**config.mk**
```make
export PLATFORM = sky130hd
export DESIGN_NAME = seq_bla_subtractor_flat
export DESIGN_NICKNAME = d
export VERILOG_FILES = /design/src/rtl/seq_bla_subtractor_if.sv /design/src/rtl/seq_bla_subtractor.sv /design/src/flat_wrapper.sv
export SDC_FILE = /design/constraint.sdc
export NUM_CORES = 1
export LEC_CHECK = 0
export ABC_AREA = 0
export BUFFER_PORTS_ARGS = -buffer_cell sky130_fd_sc_hd__buf_4
export CAP_MARGIN = 30
export CORE_ASPECT_RATIO = 1.25
export CORE_MARGIN = 4
export CORE_UTILIZATION = 39
export DETAILED_ROUTE_END_ITERATION = 10
export GPL_TIMING_DRIVEN = 0
export PLACE_DENSITY_LB_ADDON = 0.25
export SETUP_SLACK_MARGIN = 0.4
export SLEW_MARGIN = 20
export SYNTH_ARGS = -nofsm -noshare
export SYNTH_HDL_FRONTEND = slang
export SYNTH_SLANG_ARGS = --single-unit
```
**constraint.sdc**
```tcl
create_clock -name clk -period 2.9 [get_ports clk]
set_clock_uncertainty 0.15 [all_clocks]
set_input_delay 0.145 -clock clk [delete_from_list [all_inputs] [get_ports clk]]
set_output_delay 0.145 -clock clk [all_outputs]
set_load 0.01 [all_outputs]
```
**src/rtl/seq_bla_subtractor_if.sv**
```systemverilog
`default_nettype none
// ============================================================================
// Module   : seq_bla_subtractor_if
// Brief    : Valid/ready operand and result bundle for seq_bla_subtractor.
//            Carries ovf only when SEQ_BLA_SUB_OVF_EN is defined.
// Revision : 1.0 - initial release
// ============================================================================
interface seq_bla_subtractor_if #(
    parameter int WIDTH = 16
);
    logic             in_valid;
    logic             in_ready;
    logic [WIDTH-1:0] a;
    logic [WIDTH-1:0] b;
    logic             bin;
    logic             out_valid;
    logic             out_ready;
    logic [WIDTH-1:0] diff;
    logic             bout;
`ifdef SEQ_BLA_SUB_OVF_EN
    logic             ovf;
`endif

    modport master (
        output in_valid, a, b, bin, out_ready,
        input  in_ready, out_valid, diff, bout
`ifdef SEQ_BLA_SUB_OVF_EN
        , input ovf
`endif
    );

    modport slave (
        input  in_valid, a, b, bin, out_ready,
        output in_ready, out_valid, diff, bout
`ifdef SEQ_BLA_SUB_OVF_EN
        , output ovf
`endif
    );
endinterface
`default_nettype wire

```
**src/rtl/seq_bla_subtractor.sv**
```systemverilog
`default_nettype none
// ============================================================================
// Module   : seq_bla_subtractor
// Brief    : Multi-cycle diff = a - b - bin, one 4-bit borrow-lookahead slice
//            per clock, LSB first. Optional overflow: SEQ_BLA_SUB_OVF_EN.
// Revision : 1.0 - initial release
// ============================================================================
module seq_bla_subtractor #(
    parameter int WIDTH = 16
) (
    input  logic                 clk,
    input  logic                 rst_n,
    seq_bla_subtractor_if.slave  bus
);
    localparam int NSLICE  = WIDTH / 4;
    localparam int c_CNT_W = (NSLICE > 1) ? $clog2(NSLICE) : 1;
    localparam logic [c_CNT_W-1:0] c_LAST = c_CNT_W'(NSLICE - 1);

    typedef enum logic [1:0] {
        S_IDLE = 2'd0,
        S_RUN  = 2'd1,
        S_DONE = 2'd2
    } state_t;

    state_t             r_state;
    logic [WIDTH-1:0]   r_a;
    logic [WIDTH-1:0]   r_b;
    logic [WIDTH-1:0]   r_diff;
    logic [c_CNT_W-1:0] r_cnt;
    logic               r_borrow;
    logic               r_bout;
    logic               r_in_ready;
    logic               r_out_valid;

    logic [3:0] w_sa;
    logic [3:0] w_sb;
    logic [3:0] w_g;
    logic [3:0] w_p;
    logic [3:0] w_d;
    logic [4:0] w_bw;

    // Pick the active slice of the captured operands.
    always_comb begin
        w_sa = '0;
        w_sb = '0;
        for (int k = 0; k < NSLICE; k++) begin
            if (r_cnt == c_CNT_W'(k)) begin
                w_sa = r_a[4*k +: 4];
                w_sb = r_b[4*k +: 4];
            end
        end
    end

    assign w_g = ~w_sa & w_sb;
    assign w_p = ~(w_sa ^ w_sb);

    // Every slice borrow is a flat sum of products of g/p and the slice borrow-in.
    assign w_bw[0] = r_borrow;
    assign w_bw[1] = w_g[0] | (w_p[0] & r_borrow);
    assign w_bw[2] = w_g[1] | (w_p[1] & w_g[0]) | (w_p[1] & w_p[0] & r_borrow);
    assign w_bw[3] = w_g[2] | (w_p[2] & w_g[1]) | (w_p[2] & w_p[1] & w_g[0])
                   | (w_p[2] & w_p[1] & w_p[0] & r_borrow);
    assign w_bw[4] = w_g[3] | (w_p[3] & w_g[2]) | (w_p[3] & w_p[2] & w_g[1])
                   | (w_p[3] & w_p[2] & w_p[1] & w_g[0])
                   | (w_p[3] & w_p[2] & w_p[1] & w_p[0] & r_borrow);
    assign w_d = w_sa ^ w_sb ^ w_bw[3:0];

`ifdef SEQ_BLA_SUB_OVF_EN
    logic r_ovf;
    logic w_ovf;
    // w_d[3] is the result MSB only on the last slice, which is when it is sampled.
    assign w_ovf = (r_a[WIDTH-1] ^ r_b[WIDTH-1]) & (r_a[WIDTH-1] ^ w_d[3]);
    assign bus.ovf = r_ovf;
`endif

    always_ff @(posedge clk or negedge rst_n) begin
        if (!rst_n) begin
            r_state     <= S_IDLE;
            r_a         <= '0;
            r_b         <= '0;
            r_diff      <= '0;
            r_cnt       <= '0;
            r_borrow    <= 1'b0;
            r_bout      <= 1'b0;
            r_in_ready  <= 1'b1;
            r_out_valid <= 1'b0;
`ifdef SEQ_BLA_SUB_OVF_EN
            r_ovf       <= 1'b0;
`endif
        end else begin
            case (r_state)
                S_IDLE: begin
                    if (bus.in_valid) begin
                        r_a        <= bus.a;
                        r_b        <= bus.b;
                        r_borrow   <= bus.bin;
                        r_cnt      <= '0;
                        r_in_ready <= 1'b0;
                        r_state    <= S_RUN;
                    end
                end
                S_RUN: begin
                    for (int k = 0; k < NSLICE; k++) begin
                        if (r_cnt == c_CNT_W'(k)) begin
                            r_diff[4*k +: 4] <= w_d;
                        end
                    end
                    r_borrow <= w_bw[4];
                    if (r_cnt == c_LAST) begin
                        r_bout      <= w_bw[4];
`ifdef SEQ_BLA_SUB_OVF_EN
                        r_ovf       <= w_ovf;
`endif
                        r_out_valid <= 1'b1;
                        r_state     <= S_DONE;
                    end else begin
                        r_cnt <= r_cnt + 1'b1;
                    end
                end
                S_DONE: begin
                    if (bus.out_ready) begin
                        r_out_valid <= 1'b0;
                        r_in_ready  <= 1'b1;
                        r_state     <= S_IDLE;
                    end
                end
                default: begin
                    r_out_valid <= 1'b0;
                    r_in_ready  <= 1'b1;
                    r_state     <= S_IDLE;
                end
            endcase
        end
    end

    assign bus.in_ready  = r_in_ready;
    assign bus.out_valid = r_out_valid;
    assign bus.diff      = r_diff;
    assign bus.bout      = r_bout;
endmodule
`default_nettype wire

```
**src/flat_wrapper.sv**
```systemverilog
// flat-port wrapper written by rule: the top's interface ports become plain ports
module seq_bla_subtractor_flat 
#(
    parameter int WIDTH = 16
)
  (clk, rst_n, bus_in_valid, bus_a, bus_b, bus_bin, bus_out_ready, bus_in_ready, bus_out_valid, bus_diff, bus_bout);
  seq_bla_subtractor_if #(.WIDTH(WIDTH)) bus_i ();
  input  logic clk;
  input  logic rst_n;
  input wire logic [$bits(bus_i.in_valid)-1:0] bus_in_valid;
  input wire logic [$bits(bus_i.a)-1:0] bus_a;
  input wire logic [$bits(bus_i.b)-1:0] bus_b;
  input wire logic [$bits(bus_i.bin)-1:0] bus_bin;
  input wire logic [$bits(bus_i.out_ready)-1:0] bus_out_ready;
  output wire logic [$bits(bus_i.in_ready)-1:0] bus_in_ready;
  output wire logic [$bits(bus_i.out_valid)-1:0] bus_out_valid;
  output wire logic [$bits(bus_i.diff)-1:0] bus_diff;
  output wire logic [$bits(bus_i.bout)-1:0] bus_bout;
  assign bus_i.in_valid = bus_in_valid;
  assign bus_i.a = bus_a;
  assign bus_i.b = bus_b;
  assign bus_i.bin = bus_bin;
  assign bus_i.out_ready = bus_out_ready;
  assign bus_in_ready = bus_i.in_ready;
  assign bus_out_valid = bus_i.out_valid;
  assign bus_diff = bus_i.diff;
  assign bus_bout = bus_i.bout;
  seq_bla_subtractor #(.WIDTH(WIDTH)) u_core (.clk(clk), .rst_n(rst_n), .bus(bus_i));
endmodule
```
## Word level (Yosys, flattened, before mapping)

Index checks and enable logic that the tools add are counted.

- Add/subtract/negate cells: 1
- Reduce and logical (&&, ||, !) cells: 13
- Bitwise operators: 33
- Eq/ne operators: 9
- Multiplexer cells: 23

Operators by type and width:

| cell | number |
|---|---|
| 2-to-1 mux 4 bit | 8 |
| bitwise AND 1 bit | 16 |
| AND reduction 2 bit | 6 |
| AND reduction 3 bit | 4 |
| 2-to-1 mux 2 bit | 5 |
| OR 1 bit | 10 |
| NOT 4 bit | 2 |
| bitwise XOR 4 bit | 2 |
| equality test 2 bit, second input constant | 3 |
| != test 2 bit, second input constant | 3 |
| one-hot mux 1 bit (3 select lines) | 2 |
| one-hot mux 2 bit (3 select lines) | 1 |
| 2-to-1 mux 1 bit | 5 |
| bitwise AND 4 bit | 1 |
| equality test 2 x 1 -> 1 bit, second input constant | 2 |
| logical NOT 2 bit | 2 |
| one-hot mux 2 bit (2 select lines) | 1 |
| adder 2 x 1 -> 2 bit, second input constant | 1 |
| != test 2 x 1 -> 1 bit, second input constant | 1 |
| NOT 1 bit | 2 |
| one-hot mux 1 bit (2 select lines) | 1 |
| nonzero test 2 bit | 1 |

- Output and inout port bits: 19
- Flip-flop bits (word level): 56
- Bits of input ports: 37
- Word-level logic and storage cells: 91

## Depth between registers and ports, before layout

Gate-level depths: netlist (run 1).

- Depth after elaboration: 13
- Gate-level depth with buffers: 12
- Mapped depth without buffers: 11

## Worst setup path after synthesis (run 1)

No wires, ideal clock.

- Path kind: reg2reg
- Start: register u_core.r_cnt[0]
- End: register u_core.r_diff[11] (netlist: u_core.bus.diff[11])
- Buffers on the path: 1
- Path slack: 0.276 ns
- Clock period less this slack: 2.624 ns
- Cell stages (with the launch flop): 13
- Setup time: 0.130 ns
- Data required time: 2.620 ns
- Arrival: 2.345 ns
- Cell sequence: dfrtp_1 -> inv_1 -> ha_1 -> nor2b_1 -> buf_2 -> a221o_1 -> a22o_1 -> inv_1 -> ha_1 -> a211oi_1 -> o21bai_1 -> xor2_1 -> o21ai_0

- Word-level cells in the longest chain between the ends: 12
- Elaborated cells between the ends (all ways): 26
- Those cells by class: eq/ne: 3; mux: 8; bitwise: 13; reduce/logical: 2

RTL lines:

| element | line | source |
|---|---|---|
| from (decl) | seq_bla_subtractor.sv:29 | `logic [c_CNT_W-1:0] r_cnt;` |
| from (signal assigned) | seq_bla_subtractor.sv:117 | `r_cnt <= r_cnt + 1'b1;` |
| logical NOT 2 bit | seq_bla_subtractor.sv:47 | `if (r_cnt == c_CNT_W'(k)) begin` |
| 2-to-1 mux 4 bit (4 in a row) | seq_bla_subtractor.sv:47 |  |
| bitwise XOR 4 bit / NOT 4 bit (equally long branches) | seq_bla_subtractor.sv:55, seq_bla_subtractor.sv:66, seq_bla_subtractor.sv:54 |  |
| NOT 4 bit / bitwise AND 4 bit (equally long branches) | seq_bla_subtractor.sv:55, seq_bla_subtractor.sv:54 |  |
| bitwise AND 1 bit (on tied branches) | seq_bla_subtractor.sv:61, seq_bla_subtractor.sv:62 |  |
| OR 1 bit (tied with other cells) | seq_bla_subtractor.sv:61 | `assign w_bw[3] = w_g[2] \| (w_p[2] & w_g[1]) \| (w_p[2] & w_p[1] & w_g[0])` |
| OR 1 bit / bitwise AND 1 bit (equally long branches) | seq_bla_subtractor.sv:61, seq_bla_subtractor.sv:62 |  |
| OR 1 bit | seq_bla_subtractor.sv:62 | `\| (w_p[2] & w_p[1] & w_p[0] & r_borrow);` |
| bitwise XOR 4 bit | seq_bla_subtractor.sv:66 | `assign w_d = w_sa ^ w_sb ^ w_bw[3:0];` |
| to (signal, indexed assignment) | seq_bla_subtractor.sv:105 | `r_diff[4*k +: 4] <= w_d;` |
| to (decl) | seq_bla_subtractor.sv:28 | `logic [WIDTH-1:0] r_diff;` |

Parallel ways exist; a longest one is shown, timed or not.
A chain may end at the register's enable or synchronous reset.

## Final worst setup path (run 1)

- Start: register u_core.r_cnt[1]
- End: register u_core.r_diff[7] (netlist: u_core.bus.diff[7])

Same word-level chain as after synthesis.

==> results of run 1 <==
-- cell usage after synthesis, types with 4 or more instances --
| cell type | instances | area (sq um) |
|---|---|---|
| a21oi_1 | 11 | 55.05 |
| a221oi_1 | 5 | 43.79 |
| a22o_1 | 5 | 43.79 |
| buf_2 | 5 | 25.02 |
| buf_6 | 4 | 45.04 |
| dfrtp_1 | 55 | 1376 |
| ha_1 | 9 | 112.6 |
| inv_1 | 8 | 30.03 |
| mux2_2 | 34 | 382.9 |
| nand2_1 | 26 | 97.59 |
| nor2b_1 | 6 | 37.54 |
| o21ai_0 | 19 | 95.09 |
-- sequential cells by signal (all words and copies together) (netlist names) --
signal,cells
u_core.r_cnt,2
u_core.r_state,2
u_core.r_a,16
u_core.r_borrow,1
u_core.bus.out_valid,1
u_core.bus.in_ready,1
u_core.bus.diff,16
u_core.bus.bout,1
u_core.r_b,16
-- final cells by class --
class / instances / area [sq um]
buffer: 11 / 100.1
clock buffer: 5 / 68.82
clock inverter: 3 / 22.52
fill: 598 / 2736
inverter: 8 / 30.03
multi-input combinational: 142 / 1216
sequential: 56 / 1403
tap: 87 / 108.9
timing repair buffer: 100 / 838.3
-- power by group through the flow --
stage / clock, uW / sequential (uW) / combinational (uW)
global placement: 0 / 1400 / 2410
floorplan: 0 / 1410 / 1730
CTS: 451 / 1410 / 3010
detailed placement: 0 / 1420 / 2450
global route: 480 / 1450 / 3530
finish: 437 / 1400 / 3170
-- cells in the final DEF, fill, tap and decap left out, types with 4 or more instances in the layout --
cell	Yosys	final
o21ai_0	19	5
ha_1	9	6
dfrtp_1	55	55
a221oi_1	5	4
nor2b_1	6	6
nand2_1	26	26
buf_6	4	5
clkbuf_8	0	6
a22o_1	5	4
mux2_2	34	34
o21ai_1	0	12
buf_4	0	67
a21oi_1	11	9
dlygate4sd3_1	0	35
inv_1	8	5
-- final timing paths --
| check | from | endpoint | slack (ps) | cells past startpoint |
|---|---|---|---|---|
| setup / recovery | u_core.r_cnt[1]$_DFFE_PN0P_ | u_core.bus.diff[7]$_DFFE_PN0P_ | 180 | 12 |
| hold / removal | bus_in_valid | u_core.r_state[0]$_DFFE_PN0P_ | 7 | 3 |
| setup reg to reg | u_core.r_cnt[1]$_DFFE_PN0P_ | u_core.bus.diff[7]$_DFFE_PN0P_ | 180 | 12 |
| hold reg to reg | u_core.bus.diff[3]$_DFFE_PN0P_ | u_core.bus.diff[3]$_DFFE_PN0P_ | 340 | 2 |
| max in group asynchronous | rst_n | u_core.bus.diff[0]$_DFFE_PN0P_ | 1880 | 2 |
| min in group asynchronous | rst_n | u_core.r_a[5]$_DFFE_PN0P_ | 260 | 2 |
-- critical path: stages (launching register included) --
cell	delay, ps
dfrtp_1	430
inv_2	80
ha_4	160
nor2b_1	120
buf_4	160
a221o_1	310
a22o_4	250
ha_4	240
a211oi_2	190
o21bai_2	120
xor2_1	150
buf_4	160
o21ai_2	120
-- routing by layer --
layer	vias to the layer above	global-route usage, %	routed length [um]
li1	980	-	-
met1	976	19.54	2464
met2	43	28.40	3105
met3	10	2.808	244
met4	0	5.462	118
met5	-	0	0
-- kinds of logic after synthesis --
kind of cell             count (synthesis)  share of synthesized area (%)
multiplexers                            36                          15.43
flip-flops                              56                          53.71
XOR/XNOR                                 3                          1.006
buffers and inverters                   19                          4.121
AND/OR/NAND/NOR                         43                          8.481
AO/OA/AOI/OAI                           50                          12.17
adder cells (fa/ha/maj)                 10                          5.079
-- repair_timing --
item / in CTS / in global routing
hold endpoints to repair: 91 / 0
setup buffers: 7 / 3
endpoints found under the setup margin: 18 / 18
resized for setup: 25 / 5
hold buffers: 35 / 0
pin swaps: 17 / 2
-- through the flow --
step | instances | TNS [ps] | hold WS [ps]
after floorplan | 217 | 0 | -300.6
after global placement | 359 | -742.4 | 96.16
after detailed placement | 359 | -931.0 | 94.51
after CTS | 409 | 0 | 0.3063
after global routing | 412 | 0 | 18.15
final | 412 | 0 | 7.364
==> metrics.cfg, run 1 <==
[timing]
clock.fmax_mhz = 368.0
timing.final.crit_share_pct = 93.70
hold_viol = 0
fin_ws_ps = 182.6
tightest_slew_ps = 701.6
max-slew-margin-rel_pct = 53.22
fin_crit_ps = 2717
grt_setup_unrepaired = yes
finalSetupViolCount = 0
slew_viol_final = 0

[layout]
antenna_cells = 0
fin_area_sq_um = 3787
utilization_pct = 58.06
layout-drive-gt1-share_pct = 43.38
fin_nets = 371
area.growth.synth_to_final_pct = 45.04

[power]
p_int_uw = 3004
p_comb_share_pct = 63.3
powerDensity_nw_per_um2 = 1321
swShare_pct = 39.98
p_sw_uw = 2001
fin_total_pwr_uw = 5004
power.leakage_uw = 0.001735
ir_worst_vdd_uv = 757.1
seqPwrFrac_pct = 28.0
clkPwrFrac_pct = 8.7

[critical_path]
crit_required_ps = 3000
critical_path_class = reg2reg
arrival_ps = 2810
critPathMaxFanout = 7
cp-end-kind = flop
cp-start-kind = flop

[clock_tree]
insertion_delay_ps = 310
htreeDepth = 2
cts_tree = yes
root_buffer = clkbuf_8
cts_num_sinks = 56
clockBufferDepth = 2
numCtsBuffers = 5
clkTransAtPathRegs_ps = 100

[synthesis]
ys_seq_elements = 56
synth_cell_types = 31
syn_nets = 264
syn_area_sq_um = 2611
yosys_warnings = 0
postSynthCellCount = 217
ys_async_sr_fraction_pct = 100.0
synthFlopType = dfrtp_1
avgSynthCellArea_sq_um = 12.03
synth_edf_count = 0
yosysSeqAreaShare_pct = 53.71

[routing]
routed_wl_mm = 5.932
drt_pass1_iterations = 4
drt-vias-per-instance = 4.876
ant_nets = 0
drc = 0
drtIter0Drc = 53
wl_per_cell_um = 14.40
vias = 2009

[floorplanning]
die_area_sq_um = 8077
num_rows = 33
start_util_pct = 40.03
ios = 56
core_sq_um = 6524
chipHeight_um = 99.49
die_x_um = 81.19

[place]
dpl-instance-area_sq_um = 3164
portBuffers = 55
gp_congestion = 0.7177
pre_cts_ws_ps = -197.6
dp_hpwl_mm = 3.906

[status]
status = finished clean

[global_route]
grt_max_degree = 57
grtUsageTotal_pct = 16.10
antenna_found_initial = 0
grt_pass1_vias = 2138
grt_overflow_total = 0
grt_pass1_wl_mm = 10.05

[worst_hold_path]
hp-class = in2reg

[job]
maxCapViolations = 0

Power figures use the tool's default switching activity.
==> run 2: changes to the inputs <==
--- a/config.mk
+++ b/config.mk
@@ -14,8 +14,10 @@
 export DETAILED_ROUTE_END_ITERATION = 10
 export GPL_TIMING_DRIVEN = 0
 export PLACE_DENSITY_LB_ADDON = 0.25
+export RECOVER_POWER = 25
 export SETUP_SLACK_MARGIN = 0.4
 export SLEW_MARGIN = 20
 export SYNTH_ARGS = -nofsm -noshare
 export SYNTH_HDL_FRONTEND = slang
 export SYNTH_SLANG_ARGS = --single-unit
+export TNS_END_PERCENT = 50
==> constraint.sdc (replaced) <==
create_clock -name clk -period 2.9 [get_ports clk]
set_clock_uncertainty 0.15 [all_clocks]
set_input_delay 0.145 -clock clk [delete_from_list [all_inputs] [get_ports clk]]
set_output_delay 0.145 -clock clk [all_outputs]
set_load 0.1 [all_outputs]
==> run 2 against run 1 <==
Net effect:
- via count is essentially flat
- critical endpoint is now u_core.bus.diff[15]$_DFFE_PN0P_
- highest routed layer unchanged
- worst hold slack gained 330 ps
- die area is the same
- largest cell class unchanged
- fmax grew 0.78%
- sequential share of layout area shrank 0.27 points
==> metrics.cfg, run 2 (synthesis gave the netlist of run 1 again) <==
[timing]
finalSetupViolCount = 0
slew_viol_final = 0
timing.final.crit_share_pct = 92.98
clock.fmax_mhz = 370.9
grt_setup_unrepaired = yes
max-slew-margin-rel_pct = 7.712
hold_viol = 0
fin_crit_ps = 2696
holdWs_ps = 338.5
tightest_slew_ps = 1384

[clock_tree]
root_buffer = clkbuf_8
cts_tree = yes
cts_num_sinks = 56
numCtsBuffers = 5
htreeDepth = 2
insertion_delay_ps = 310
clockBufferDepth = 2
clkTransAtPathRegs_ps = 100

[routing]
vias = 2008
routed_wl_mm = 5.971
drt-vias-per-instance = 4.898
drt_pass1_iterations = 4
wl_per_cell_um = 14.56
drtIter0Drc = 83
ant_nets = 0
drc = 0

[place]
gp_congestion = 0.7166
dp.cells = 359
portBuffers = 55
dp_hpwl_mm = 3.891

[layout]
final_common_cell = buf_4
antenna_cells = 0
multiInputGateArea_sq_um = 1224
layout-drive-gt1-share_pct = 42.72
most-common-layout-cells = buf_4 (62), dfrtp_1 (54), dlygate4sd3_1 (36)
area.growth.synth_to_final_pct = 46.24
fin_nets = 369
fillers = 576
fin_cells = 410
seq_area_sq_um = 1404

[critical_path]
cp-start-kind = flop
cp-end-kind = flop
ff2ff_setup_slack_ps = 200
slowest_stage = dfrtp_1
crit_buf_inv = 3
crit_required_ps = 3000
slowest_delay_ps = 430
critPathMaxFanout = 7
critical_path_class = reg2reg
cpLargestDelayFamily = compound AO/OA/AOI/OAI gates
arrival_ps = 2790
crit_chain = inv_2 -> ha_4 -> nor2b_1 -> buf_4 -> a221o_1 -> a22o_4 -> ha_4 -> a211oi_2 -> o21bai_1 -> xor2_1 -> buf_4 -> o21ai_1

[global_route]
grtUsageTotal_pct = 16.21
antenna_found_initial = 0
grt_pass1_vias = 2073
grt_max_degree = 57
grt_overflow_total = 0
grt_pass1_wl_mm = 10.08

[floorplanning]
core_sq_um = 6524
ios = 56
start_util_pct = 40.03
die_x_um = 81.19
num_rows = 33
chipHeight_um = 99.49
die_area_sq_um = 8077

[job]
maxCapViolations = 0

[status]
status = finished clean

[worst_hold_path]
hp-class = reg2reg

-- run 2: cell count changes in the layout (fill, tap and decap cells not counted), sizes merged --
| cell | before | now |
|---|---|---|
| clkbuf | 6 | 11 |
| bufinv | 0 | 1 |
| buf | 75 | 68 |
| clkinv | 2 | 1 |
| dlygate4sd3 | 35 | 36 |
| inv | 9 | 8 |
-- run 2: layout make-up --
class                           instances  area share [%]
Buffer                                 11           2.752
Clock buffer                            6           2.163
Clock inverter                          2           1.016
Inverter                                8          0.8519
Multi-Input combinational cell        142           32.04
Sequential cell                        56           36.76
Tap cell                               87           2.851
Timing Repair Buffer                   98           21.56
-- run 2: final timing paths --
path / cells past startpoint / startpoint / end
worst min register to register: 2 / u_core.bus.diff[13]$_DFFE_PN0P_ / u_core.bus.diff[13]$_DFFE_PN0P_
worst max-delay path: 12 / u_core.r_cnt[0]$_DFFE_PN0P_ / u_core.bus.diff[15]$_DFFE_PN0P_
worst max register to register: 12 / u_core.r_cnt[0]$_DFFE_PN0P_ / u_core.bus.diff[15]$_DFFE_PN0P_
min in group asynchronous: 2 / rst_n / u_core.r_a[5]$_DFFE_PN0P_
worst min-delay path: 2 / u_core.bus.diff[13]$_DFFE_PN0P_ / u_core.bus.diff[13]$_DFFE_PN0P_
max in group asynchronous: 2 / rst_n / u_core.r_cnt[1]$_DFFE_PN0P_
-- run 2: timing repair --
item	CTS	global route
setup buffers	7	0
pin swaps	9	2
hold buffers	36	0
resized for setup	23	11
setup endpoints to repair	18	18
endpoints found under the hold margin	92	0
-- run 2: through the flow --
| stage | instance area [sq um] | setup TNS [ps] | util (%) | worst slack [ps] |
|---|---|---|---|---|
| 3_5_place_dp | 3157 | -449.8 | 48.39 | -111.5 |
| 6_report | 3819 | 0 | 58.53 | 203.6 |
| 4_1_cts | 3791 | 0 | 58.11 | 213.6 |
| 2_1_floorplan | 2635 | 0 | - | 344.9 |
| 3_3_place_gp | 3157 | -484.2 | 48.39 | -122.3 |
| 5_1_grt | 3819 | 0 | 58.53 | 65.80 |
-- run 2: tightest hold or removal path: cells and delay by family (launching register included) --
family | cells | cell delay, ps
AOI/OAI and AO/OA | 1 | 60
DFF | 1 | 360
and+or+nand+nor | 1 | 50
-- run 2: metal layers --
layer	share of wire (%)	GRT usage, %
met5	0	0
met4	0.85	3.901
met3	3.8	3.623
met2	52	28.15
met1	43	20.27
Power of run 2 is left out: the tool's default activity adds up to more than one toggle a clock period on the data nets, which glitch-free logic cannot reach.
==> run 3: changes to the inputs <==
--- a/config.mk
+++ b/config.mk
@@ -15,7 +15,6 @@
 export GPL_TIMING_DRIVEN = 0
 export PLACE_DENSITY_LB_ADDON = 0.25
 export RECOVER_POWER = 25
-export SETUP_SLACK_MARGIN = 0.4
 export SLEW_MARGIN = 20
 export SYNTH_ARGS = -nofsm -noshare
 export SYNTH_HDL_FRONTEND = slang
==> run 3 against run 2 <==
Net effect:
- first-iteration DRC count grew 6.0%
- die area unchanged
- critical path depth fell by 1
- critical endpoint is now u_core.bus.diff[11]$_DFFE_PN0P_
- fmax is 3.4% lower
- flip-flop and latch count is the same
- via count down 2.7%
- highest routed layer unchanged
==> metrics.cfg, run 3 (synthesis gave the netlist of run 1 again) <==
[status]
status = finished clean

[global_route]
antenna_found_initial = 0
grtUsageTotal_pct = 16.05
grt_pass1_wl_mm = 10.01
grt_pass1_vias = 2045
grt_max_degree = 57
grt_overflow_total = 0

[timing]
tightest_slew_ps = 1394
fin_ws_ps = 108.0
clock.fmax_mhz = 358.2
finalSetupViolCount = 0
max-slew-margin-rel_pct = 7.083
timing.final.crit_share_pct = 96.28
slew_viol_final = 0
hold_viol = 0
fin_crit_ps = 2792

[routing]
drt-vias-per-instance = 4.813
routed_wl_mm = 5.904
vias = 1954
drt_pass1_iterations = 4
drc = 0
ant_nets = 0
wl_per_cell_um = 14.54
drtIter0Drc = 88

[place]
pre_cts_ws_ps = -189.1
gp_congestion = 0.7474
portBuffers = 55
dpl-instance-area_sq_um = 3133
dp_hpwl_mm = 3.917
dp.cells = 359

[floorplanning]
core_sq_um = 6524
die_area_sq_um = 8077
chipHeight_um = 99.49
die_x_um = 81.19
num_rows = 33
ios = 56
start_util_pct = 40.03

[critical_path]
crit_chain = inv_2 -> ha_4 -> nor2b_1 -> buf_4 -> a221o_1 -> a22o_1 -> ha_1 -> a211oi_2 -> o21bai_2 -> xor2_2 -> o21ai_1
arrival_ps = 2840
crit_required_ps = 2940
cp-start-kind = flop
cp-end-kind = flop
critPathMaxFanout = 7
slowest_delay_ps = 450
slowest_stage = dfrtp_1
critical_path_class = reg2reg

[clock_tree]
cts_tree = yes
cts_num_sinks = 56
numCtsBuffers = 5
htreeDepth = 2
root_buffer = clkbuf_8
insertion_delay_ps = 310
clockBufferDepth = 2
clkTransAtPathRegs_ps = 100

[worst_hold_path]
hp-class = in2reg

[layout]
utilization_pct = 57.31
fillers = 618
most-common-layout-cells = buf_4 (62), dfrtp_1 (55), dlygate4sd3_1 (35)
antenna_cells = 0
layout-drive-gt1-share_pct = 40.75
fin_cells = 406
final_common_cell = buf_4
fin_area_sq_um = 3739
fin_nets = 365
area.growth.synth_to_final_pct = 43.17

[job]
maxCapViolations = 0

==> run 3: cell types whose count changed in the layout (fill, tap and decap cells not counted), sizes merged <==
| cell | delta |
|---|---|
| clkbuf | -3 |
| buf | -1 |
| bufinv | +1 |
| clkinv | -1 |
| dlygate4sd3 | -1 |
| inv | +1 |
==> run 3: path summary, 6_finish.rpt <==
kind,endpoint,slack (ps),startpoint,cells after the start
setup / recovery,u_core.bus.diff[11]$_DFFE_PN0P_,110,u_core.r_cnt[1]$_DFFE_PN0P_,11
hold / removal,u_core.r_cnt[0]$_DFFE_PN0P_,50,bus_in_valid,3
setup reg to reg,u_core.bus.diff[11]$_DFFE_PN0P_,110,u_core.r_cnt[1]$_DFFE_PN0P_,11
hold reg to reg,u_core.bus.diff[6]$_DFFE_PN0P_,340,u_core.bus.diff[6]$_DFFE_PN0P_,2
max in group asynchronous,u_core.r_b[7]$_DFFE_PN0P_,1220,rst_n,2
min in group asynchronous,u_core.r_a[12]$_DFFE_PN0P_,540,rst_n,2
==> run 3: area by class of cell <==
type                       count  area (sq um)  area share (%)
sequential                    56          1403           37.52
multi-input combinational    142          1174           31.39
timing repair buffer          95         798.3           21.35
tap                           87         108.9           2.912
buffer                        10         87.58           2.343
clock buffer                   5         68.82           1.841
clock inverter                 3         68.82           1.841
inverter                       8         30.03          0.8032
==> run 3: what timing repair did <==
action,CTS,global route
buffers inserted,2,3
pin swaps,1,7
resized for setup,7,25
endpoints found under the setup margin,10,10
endpoints found under the hold margin,91,0
hold buffers,35,0
==> run 3: metal layers <==
layer,GRT usage [%],vias to the layer above,part of all wire (%)
met1,20.28,947,42
met3,2.808,6,4.3
li1,-,958,-
met4,4.291,0,1.4
met2,27.96,43,52
met5,0,-,0
==> run 3: worst max-delay path, delay by kind of cell (launching register included) <==
kind	cells	cell delay (ps)
AOI/OAI and AO/OA	5	970
xor gates and xnor gates	1	240
adders and majority gates	2	500
buffers and inverters	2	250
DFF	1	450
and+or+nand+nor	1	130
==> run 3: metrics by stage <==
step / hold WS (ps) / TNS [ps]
floorplan: -300.6 / 0
global placement: 97.94 / -663.0
detailed placement: 99.41 / -1190
CTS: 4.038 / -3.466
global route: 53.30 / -77.06
finish: 52.40 / 0
Power of run 3 is left out for the same reason.
